**src/rtl/cov_stall_watchdog_if.sv**
```systemverilog
// Handshake bundle between the coverage-stall watchdog and its host.
// Signal prefixes are from the watchdog's point of view.
interface cov_stall_watchdog_if #(
   parameter int NCH   = 2,
   parameter int COV_W = 30
);
   logic                 i_enable;
   logic [NCH*COV_W-1:0] i_cov;
   logic [63:0]          i_tohost;
   logic                 i_irq_ack;
   logic                 o_interrupt;
   logic [1:0]           o_cause;
   logic [NCH-1:0]       o_stall_mask;
   logic [15:0]          o_fire_count;

   modport master (
      output i_enable, i_cov, i_tohost, i_irq_ack,
      input  o_interrupt, o_cause, o_stall_mask, o_fire_count
   );

   modport slave (
      input  i_enable, i_cov, i_tohost, i_irq_ack,
      output o_interrupt, o_cause, o_stall_mask, o_fire_count
   );
endinterface

```
**src/rtl/cov_stall_watchdog.sv**
```systemverilog
// Coverage-stall watchdog: interrupts when coverage sums stop moving for a
// coverage-scaled number of cycles, or when no pass is reported for too long.
module cov_stall_watchdog #(
   parameter int NCH         = 2,
   parameter int COV_W       = 30,
   parameter int BASE_WAIT   = 1000,
   parameter int SCALE_SHIFT = 19,
   parameter int WDOG_LIMIT  = 50000,
   parameter int HOLDOFF     = 16,
   parameter int STALL_MODE  = 0
) (
   input  logic                i_clk,
   input  logic                i_rst_n,
   cov_stall_watchdog_if.slave bus
);
   localparam logic [1:0] S_IDLE  = 2'd0;
   localparam logic [1:0] S_RUN   = 2'd1;
   localparam logic [1:0] S_FIRED = 2'd2;
   localparam logic [1:0] S_HOLD  = 2'd3;

   localparam int              HW        = (HOLDOFF > 1) ? $clog2(HOLDOFF) : 1;
   localparam logic [HW-1:0]   HOLD_LAST = HW'(HOLDOFF - 1);
   localparam logic [31:0]     SAT32     = 32'hFFFF_FFFF;

   logic [1:0]     r_state;
   logic [1:0]     w_state_next;
   logic [31:0]    r_wdog;
   logic [HW-1:0]  r_hold;
   logic           r_irq;
   logic [1:0]     r_cause;
   logic [NCH-1:0] r_mask;
   logic [15:0]    r_fire_cnt;

   logic [NCH-1:0] w_stall;
   logic           w_host;
   logic           w_clr;
   logic           w_run;
   logic           w_stall_cond;
   logic           w_wdog_cond;
   logic           w_fire;
   logic           w_unused_tohost;

   // A pass report only matters once armed; enable low outranks it.
   assign w_host          = bus.i_enable && bus.i_tohost[0] && (r_state != S_IDLE);
   assign w_clr           = !bus.i_enable || w_host || (r_state == S_IDLE) || (r_state == S_HOLD);
   assign w_run           = !w_clr && (r_state == S_RUN);
   assign w_wdog_cond     = (r_wdog >= 32'(WDOG_LIMIT));
   assign w_unused_tohost = ^bus.i_tohost[63:1];

   generate
      for (genvar gi = 0; gi < NCH; gi++) begin : g_ch
         logic [COV_W-1:0] r_pre_cov;
         logic [31:0]      r_cnt;
         logic [COV_W-1:0] w_cov_ch;
         logic [63:0]      w_prod;
         logic [31:0]      w_thr;
         logic             w_changed;

         assign w_cov_ch  = bus.i_cov[gi*COV_W +: COV_W];
         assign w_prod    = 64'(BASE_WAIT) * (64'(w_cov_ch >> SCALE_SHIFT) + 64'd1);
         assign w_thr     = (w_prod > 64'(SAT32)) ? SAT32 : w_prod[31:0];
         assign w_changed = (w_cov_ch != r_pre_cov);
         // A change on the same edge as a threshold hit wins: no stall.
         assign w_stall[gi] = !w_changed && (r_cnt >= w_thr);

         always_ff @(posedge i_clk) begin
            if (!i_rst_n) begin
               r_pre_cov <= '0;
               r_cnt     <= '0;
            end else if (w_clr) begin
               r_cnt <= '0;
            end else if (w_run) begin
               if (w_changed) begin
                  r_pre_cov <= w_cov_ch;
                  r_cnt     <= '0;
               end else if (r_cnt != SAT32) begin
                  r_cnt <= r_cnt + 32'd1;
               end
            end
         end
      end

      if (STALL_MODE == 0) begin : g_all
         assign w_stall_cond = &w_stall;
      end else begin : g_any
         assign w_stall_cond = |w_stall;
      end
   endgenerate

   always_comb begin
      w_state_next = r_state;
      w_fire       = 1'b0;
      if (!bus.i_enable) begin
         w_state_next = S_IDLE;
      end else if (w_host) begin
         w_state_next = S_RUN;
      end else begin
         case (r_state)
            S_IDLE:  w_state_next = S_RUN;
            S_RUN: begin
               if (w_stall_cond || w_wdog_cond) begin
                  w_state_next = S_FIRED;
                  w_fire       = 1'b1;
               end
            end
            S_FIRED: begin
               if (bus.i_irq_ack) w_state_next = S_HOLD;
            end
            S_HOLD: begin
               if (r_hold == HOLD_LAST) w_state_next = S_RUN;
            end
            default: w_state_next = S_IDLE;
         endcase
      end
   end

   always_ff @(posedge i_clk) begin
      if (!i_rst_n) begin
         r_state    <= S_IDLE;
         r_wdog     <= '0;
         r_hold     <= '0;
         r_irq      <= 1'b0;
         r_cause    <= 2'b00;
         r_mask     <= '0;
         r_fire_cnt <= '0;
      end else begin
         r_state <= w_state_next;
         r_irq   <= (w_state_next == S_FIRED);
         r_mask  <= w_stall;

         if (w_clr) begin
            r_wdog <= '0;
         end else if (w_run && (r_wdog != SAT32)) begin
            r_wdog <= r_wdog + 32'd1;
         end

         // Hold counter restarts every time HOLD is entered.
         if ((r_state == S_HOLD) && (w_state_next == S_HOLD)) begin
            r_hold <= r_hold + HW'(1);
         end else begin
            r_hold <= '0;
         end

         if (w_host) begin
            r_cause <= 2'b00;
         end else if (w_fire) begin
            r_cause <= {w_wdog_cond, w_stall_cond};
         end

         if (w_fire && (r_fire_cnt != 16'hFFFF)) begin
            r_fire_cnt <= r_fire_cnt + 16'd1;
         end
      end
   end

   assign bus.o_interrupt  = r_irq;
   assign bus.o_cause      = r_cause;
   assign bus.o_stall_mask = r_mask;
   assign bus.o_fire_count = r_fire_cnt;
endmodule
```
**src/flat_wrapper.sv**
```systemverilog
// flat-port wrapper written by rule: the top's interface ports become plain ports
module cov_stall_watchdog_flat 
#(
   parameter int NCH         = 2,
   parameter int COV_W       = 30,
   parameter int BASE_WAIT   = 1000,
   parameter int SCALE_SHIFT = 19,
   parameter int WDOG_LIMIT  = 50000,
   parameter int HOLDOFF     = 16,
   parameter int STALL_MODE  = 0
)
  (i_clk, i_rst_n, bus_i_enable, bus_i_cov, bus_i_tohost, bus_i_irq_ack, bus_o_interrupt, bus_o_cause, bus_o_stall_mask, bus_o_fire_count);
  cov_stall_watchdog_if #(.NCH(NCH), .COV_W(COV_W)) bus_i ();
  input  logic i_clk;
  input  logic i_rst_n;
  input wire logic [$bits(bus_i.i_enable)-1:0] bus_i_enable;
  input wire logic [$bits(bus_i.i_cov)-1:0] bus_i_cov;
  input wire logic [$bits(bus_i.i_tohost)-1:0] bus_i_tohost;
  input wire logic [$bits(bus_i.i_irq_ack)-1:0] bus_i_irq_ack;
  output wire logic [$bits(bus_i.o_interrupt)-1:0] bus_o_interrupt;
  output wire logic [$bits(bus_i.o_cause)-1:0] bus_o_cause;
  output wire logic [$bits(bus_i.o_stall_mask)-1:0] bus_o_stall_mask;
  output wire logic [$bits(bus_i.o_fire_count)-1:0] bus_o_fire_count;
  assign bus_i.i_enable = bus_i_enable;
  assign bus_i.i_cov = bus_i_cov;
  assign bus_i.i_tohost = bus_i_tohost;
  assign bus_i.i_irq_ack = bus_i_irq_ack;
  assign bus_o_interrupt = bus_i.o_interrupt;
  assign bus_o_cause = bus_i.o_cause;
  assign bus_o_stall_mask = bus_i.o_stall_mask;
  assign bus_o_fire_count = bus_i.o_fire_count;
  cov_stall_watchdog #(.NCH(NCH), .COV_W(COV_W), .BASE_WAIT(BASE_WAIT), .SCALE_SHIFT(SCALE_SHIFT), .WDOG_LIMIT(WDOG_LIMIT), .HOLDOFF(HOLDOFF), .STALL_MODE(STALL_MODE)) u_core (.i_clk(i_clk), .i_rst_n(i_rst_n), .bus(bus_i));
endmodule
```
**config.mk**
```make
export PLATFORM = sky130hd
export DESIGN_NAME = cov_stall_watchdog_flat
export DESIGN_NICKNAME = d
export VERILOG_FILES = /design/src/rtl/cov_stall_watchdog_if.sv /design/src/rtl/cov_stall_watchdog.sv /design/src/flat_wrapper.sv
export SDC_FILE = /design/constraint.sdc
export NUM_CORES = 1
export LEC_CHECK = 0
export ABC_AREA = 1
export BUFFER_PORTS_ARGS = -buffer_cell sky130_fd_sc_hd__buf_2
export CAP_MARGIN = 20
export CORE_MARGIN = 2
export CORE_UTILIZATION = 42
export DETAILED_ROUTE_END_ITERATION = 16
export PLACE_DENSITY = 0.71
export SYNTH_ARGS = -nofsm -noshare
export SYNTH_HDL_FRONTEND = slang
export SYNTH_SLANG_ARGS = --single-unit
```
**constraint.sdc**
```tcl
create_clock -name i_clk -period 7.6 [get_ports i_clk]
set_input_delay 1.52 -clock i_clk [delete_from_list [all_inputs] [get_ports i_clk]]
set_output_delay 1.52 -clock i_clk [all_outputs]
set_load 0.02 [all_outputs]
```
# Word-level counts from Yosys, hierarchy flattened
# Cells that the tools add are included.
[word_totals]
ff_bits = 183
input_bits = 128
out_inout_bits = 21
[op_classes]
addsub = 7
n_mul = 2
magnitude_cmp = 5
n_eq_ne = 12
n_mux = 16
bitwise_logic = 2
reduce_logical = 28
[ops]
columns = ["operator", "count"]
rows = [
  ["$mux 32", 6],
  ["$gt 64x32->1 const B", 2],
  ["$mul 7x64->61 const A", 2],
  ["$add 32x1->32 const B", 3],
  ["$ne 32x32->1 const B", 3],
  ["$ge 32x32->1", 2],
  ["$ne 30x30->1", 2],
  ["$ge 32x16->1 const B", 1],
  ["$add 11x1->12 const B", 2],
  ["$add 16x1->16 const B", 1],
  ["$ne 16x16->1 const B", 1],
  ["$mux 2", 5],
  ["$eq 2x2->1 const B", 4],
  ["$logic_and 1x1->1", 8],
  ["$pmux 2 s4", 1],
  ["$reduce_and 2->1", 4],
  ["$reduce_and 3->1", 2],
  ["$reduce_bool 2->1", 3],
  ["$add 4x1->4 const B", 1],
  ["$eq 4x4->1 const B", 1],
  ["$logic_not 1->1", 4],
  ["$logic_or 1x1->1", 4],
  ["$mux 1", 4],
  ["$reduce_or 2->1", 2],
  ["3 further kinds", 4],
]

# Logic depth before layout (Yosys ltp)
[depth]
ltp_word = 15
mapped_depth = 41
mapped_depth_nobuf = 41

# Least setup slack after synthesis
# Ideal clock, no wire load.
[synth_path]
path_kind = "input -> register"
from = "input bus_i_cov[49]"
to = "register u_core.r_fire_cnt[11], in the netlist u_core.bus.o_fire_count[11]"
setup_ns = 0.132
arrival_time_ns = 7.272
required_ns = 7.468
path_slack_ns = 0.196
cell_stages = 35
n_path_buf = 1
path_cell_list = "ha_1 > nand3_1 > nor2_1 > inv_1 > nor3_1 > nand3_1 > xor2_1 > inv_1 > fa_1 > inv_1 > fa_1 > inv_1 > fa_1 > ha_1 > ha_1 > nand2_1 > nor2_1 > nand4_1 > o21ai_0 > a31oi_1 > nor2_1 > o21ai_0 > ha_1 > nand2_1 > nor2_1 > nand3_1 > nor2_1 > nand2_1 > nand2_1 > nand2_4 > o21ai_4 > nand3_4 > buf_6 > nand2_1 > a21oi_1"
[synth_between]
elab_chain_len = 13
elab_cells_between_ends = 15
classes_between = "1 x add/sub; 1 x mul; 2 x order compare; 1 x eq/ne; 5 x mux; 5 x reduce/logical"
[synth_rtl]
columns = ["item", "line", "text"]
rows = [
  ["start, declared", "flat_wrapper.sv:17", "input wire logic [$bits(bus_i.i_cov)-1:0] bus_i_cov;"],
  ["$add 11x1->12", "cov_stall_watchdog.sv:60", "assign w_prod = 64'(BASE_WAIT) * (64'(w_cov_ch >> SCALE_SHIFT) + 64'd1);"],
  ["$mul 7x64->61", "cov_stall_watchdog.sv:60", ""],
  ["$gt 64x32->1", "cov_stall_watchdog.sv:61", "assign w_thr = (w_prod > 64'(SAT32)) ? SAT32 : w_prod[31:0];"],
  ["$mux 32", "cov_stall_watchdog.sv:61", ""],
  ["$ge 32x32->1", "cov_stall_watchdog.sv:64", "assign w_stall[gi] = !w_changed && (r_cnt >= w_thr);"],
  ["$logic_and 1x1->1 *", "cov_stall_watchdog.sv:64", ""],
  ["$reduce_and 2->1 *", "cov_stall_watchdog.sv:84", "assign w_stall_cond = &w_stall;"],
  ["$logic_or 1x1->1 *", "cov_stall_watchdog.sv:101", "if (w_stall_cond || w_wdog_cond) begin"],
  ["$mux 1 *", "cov_stall_watchdog.sv:101", ""],
  ["$mux 1 *", "cov_stall_watchdog.sv:98", "case (r_state)"],
  ["$mux 1 *", "cov_stall_watchdog.sv:95", "end else if (w_host) begin"],
  ["$mux 1 *", "cov_stall_watchdog.sv:93", "if (!bus.i_enable) begin"],
  ["$logic_and 1x1->1 *", "cov_stall_watchdog.sv:150", "if (w_fire && (r_fire_cnt != 16'hFFFF)) begin"],
  ["end signal, assigned", "cov_stall_watchdog.sv:151", "r_fire_cnt <= r_fire_cnt + 16'd1;"],
  ["end, declared", "cov_stall_watchdog.sv:32", "logic [15:0] r_fire_cnt;"],
]
# Mark *: on every way between the ends. The rest lies on a longest branch, timed or not.
# A chain may end at the register's enable or synchronous reset.

# Final worst setup path
[layout_path]
from = "input bus_i_cov[20]"
to = "register u_core.r_fire_cnt[12], in the netlist u_core.bus.o_fire_count[12]"
# The elaborated chain is that of the path after synthesis.

==> impl_metrics.csv <==
group,metric,value,unit
status,outcome,"finished, final reports clean",
timing,fin_crit_sh,0.9622,
route,drt_iter0_drc,837,
pwr,vdd_drop_max,0.0001708,V
logic_synthesis,async_flop_share,0,
global_routing,antenna_found_initial,10,
pwr,p_leak,0.008311,uW
floorplan,coreArea,36790,um2
timing,setup-tns-final,0,ns
pwr,p_switching,1812,uW
pwr,clkPwrFrac,0.199,
global_routing,grt_pass1_wl,67590,um
clock_tree,numClockSinks,183,
logic_synthesis,synth_cells,2308,
floorplan,die_h,197.5,um
floorplan,pin_count,149,
floorplan,initial_core_util,0.4276,
floorplan,rows,70,
setup_path,worstSetupPathType,"in2reg",
clock_tree,numCtsBuffers,17,
global_routing,grt_max_degree,66,
clock_tree,path_clk_slew,0.08,ns
timing,setup_viol,0,
route,finalWirelength,39930,um
logic_synthesis,ys_seq_area_frac,0.2329,
flow_run,maxCapViolations,0,
timing,worst_pin_slew,0.9864,ns
finish,synthToLayoutAreaGrowth,17.24,%
logic_synthesis,synth_flop_cell,"dfxtp_1",
timing,fin_skew,0.01313,ns
setup_path,cp.depth,38,
logic_synthesis,synth_enable_flop_cells,0,
route,num_vias,15110,
setup_path,cp_max_fo,9,
setup_path,worst_path_max_delay_cell,"fa_1",
global_routing,first_global_vias,14620,
route,viasPerCell,5.035,
timing,hold_viol_final,0,
setup_path,end_kind,"flip-flop",
timing,slew_headroom,0.3423,
setup_path,cp_top_family,"simple AND/OR/NAND/NOR gates",
logic_synthesis,synth-seq-cells,183,
pwr,p_int,2711,uW
finish,fillers,3626,
floorplan,die_area,39020,um2
clock_tree,htree_levels,4,
setup_path,start_kind,"input pin",
clock_tree,cts_root_buf,"clkbuf_16",
place,place.gp.congestion,0.9052,
setup_path,cp_common_cell,"nand2_1",
setup_path,critPathArrivalTime,7.64,ns
timing,slew_violations,0,
setup_path,required,7.92,ns
pwr,p_comb_frac,0.583,
clock_tree,cts_buffer_depth,2,
hold_path,hp-class,"reg2reg",
route,drt_pass1_iterations,5,
hold_path,whs_path_depth,1,
clock_tree,insertion_delay,0.45,ns
route,wire_per_inst,13.30,um
pwr,powerDensity,245.2,nW/um2
finish,drive_gt1_frac,0.1376,
setup_path,max_stage_delay,0.53,ns
logic_synthesis,synth_area,15730,um2
global_routing,overflow,0,
clock_tree,hold_buffers,0,
finish,nNetsFinal,2847,
timing,min_period,7.313,ns
route,drc_errors,0,
place,dp_hpwl,31230,um
setup_path,cp_num_buf_inv,6,
logic_synthesis,synth_nets,2639,
route,antenna_left,0,
floorplan,die_width,197.5,um
timing,max_freq,136.8,MHz
pwr,switching_share,0.4006,
logic_synthesis,syn_avg_cell_area,6.815,um2
logic_synthesis,ys_warn_count,0,
clock_tree,cts_tree,"built",
global_routing,grt_use_total,0.2081,
finish,final_util,0.5013,
setup_path,r2r_cells,11,
logic_synthesis,synth.distinct_cells,51,
place,port_buffers,85,
pwr,seqPwrFrac,0.219,
cells by family (layout without fill, tap and decap cells):
group / after synthesis / in the layout / share of synthesized area
AOI/OAI and AO/OA: 325 / 325 / 0.1098
buffers and inverters: 399 / 619 / 0.09935
other: 0 / 4 / 0
xor gates and xnor gates: 139 / 139 / 0.07739
and+or+nand+nor: 1059 / 1060 / 0.2886
adders and majority gates: 203 / 203 / 0.1920
DFF: 183 / 183 / 0.2329
stage by stage:
stage / area [um2] / power, uW / cells / worst slack [ns] / hold slack, ns
4_1_cts: 18200 / 4458 / 2991 / 0.06705 / 0.4534
5_1_grt: 18440 / 4984 / 2999 / -0.09111 / 0.4640
3_3_place_gp: 17630 / 3437 / 2959 / -0.2303 / 0.4294
2_1_floorplan: 15730 / 2619 / 2308 / 0.1960 / 0.4175
3_5_place_dp: 17630 / 3544 / 2959 / -0.4143 / 0.4398
6_report: 18440 / 4523 / 3001 / 0.2874 / 0.4543
worst paths after layout:
path / from / to / slack (ns)
worst max-delay path: bus_i_cov[20] / u_core.bus.o_fire_count[12]$_SDFFE_PN0P_ / 0.29
worst min-delay path: u_core.r_hold[0]$_SDFF_PN0_ / u_core.r_hold[0]$_SDFF_PN0_ / 0.45
worst max register to register: u_core.r_state[1]$_SDFF_PN0_ / u_core.g_ch[1].r_cnt[7]$_SDFFE_PP0P_ / 4.31
worst min register to register: u_core.r_hold[0]$_SDFF_PN0_ / u_core.r_hold[0]$_SDFF_PN0_ / 0.45
cells in the mapped netlist, types with 2 or more instances:
cell / number / share of area
a211oi_1: 2 / 0.00095
a21boi_0: 4 / 0.0019
a21o_1: 6 / 0.0029
a21oi_1: 177 / 0.056
a31o_2: 2 / 0.0011
a31oi_1: 3 / 0.0012
buf_2: 15 / 0.0048
buf_4: 2 / 0.00095
buf_6: 5 / 0.0036
clkbuf_1: 27 / 0.0064
dfxtp_1: 183 / 0.23
fa_1: 64 / 0.081
ha_1: 139 / 0.11
inv_1: 339 / 0.081
inv_2: 8 / 0.0019
nand2_1: 517 / 0.12
nand2_2: 6 / 0.0024
nand3_1: 69 / 0.022
nand3b_1: 2 / 0.00095
nand4_1: 63 / 0.025
nor2_1: 283 / 0.068
nor2_2: 5 / 0.0020
nor3_1: 60 / 0.019
nor3_2: 4 / 0.0025
nor3b_1: 8 / 0.0038
nor4_1: 23 / 0.0091
o21a_1: 3 / 0.0014
o21ai_0: 111 / 0.035
o21ai_1: 5 / 0.0016
o21ai_4: 2 / 0.0021
o21bai_1: 4 / 0.0019
or2_2: 11 / 0.0044
xnor2_1: 39 / 0.022
xor2_1: 100 / 0.056
placed cells by master (no fill, tap or decap), drive strengths merged:
master / count
nand2: 524
inv: 356
nor2: 290
buf: 239
dfxtp: 183
a21oi: 177
ha: 139
o21ai: 119
xor2: 100
nand3: 71
fa: 64
nor3: 64
nand4: 63
xnor2: 39
nor4: 24
clkbuf: 18
or2: 11
nor3b: 8
a21o: 6
a21boi: 5
diode: 4
clkinvlp: 4
o21bai: 4
o21a: 3
a31oi: 3
a31o: 2
nand3b: 2
a211oi: 2
clkinv: 2
o2111ai: 1
o31ai: 1
and2: 1
nor2b: 1
o211ai: 1
a2bb2oi: 1
and3: 1
power by group through the flow:
stage	Sequential (uW)	Clock [uW]	Combinational [uW]
finish	988	899	2640
global route	991	958	3040
CTS	988	925	2550
detailed placement	1010	0	2530
global placement	1010	0	2430
floorplan	1010	0	1610
layout make-up:
| type | instances | area (um2) | area share |
|---|---|---|---|
| multi-input cells | 1727 | 10700 | 0.5800 |
| flip-flops and latches | 183 | 3664 | 0.1987 |
| repair buffers | 239 | 1610 | 0.08732 |
| inverters | 348 | 1306 | 0.07083 |
| well taps | 468 | 585.6 | 0.03175 |
| clock buffers | 18 | 439.2 | 0.02381 |
| clock inverters | 14 | 130.1 | 0.007056 |
| diodes | 4 | 10.01 | 0.0005428 |
timing repair:
action	in CTS	in global routing
buffers inserted	0	4
endpoints found under the setup margin	0	25
gates resized for setup	0	48
flip-flops by register name, summed over array words and instances (netlist names):
register                 cells
u_core.r_state               2
u_core.bus.o_stall_mask      2
u_core.bus.o_interrupt       1
u_core.bus.o_fire_count     16
u_core.r_hold                4
u_core.g_ch.r_pre_cov       60
u_core.bus.o_cause           2
u_core.g_ch.r_cnt           64
u_core.r_wdog               32
layer usage:
layer	global-route usage	routed length (um)	up-vias
li1	-	-	7803
met1	0.2691	18630	6943
met2	0.3515	18450	304
met3	0.04866	2192	50
met4	0.04762	582	10
met5	0	68	-
Note: power is estimated with default switching activity, not from simulation.
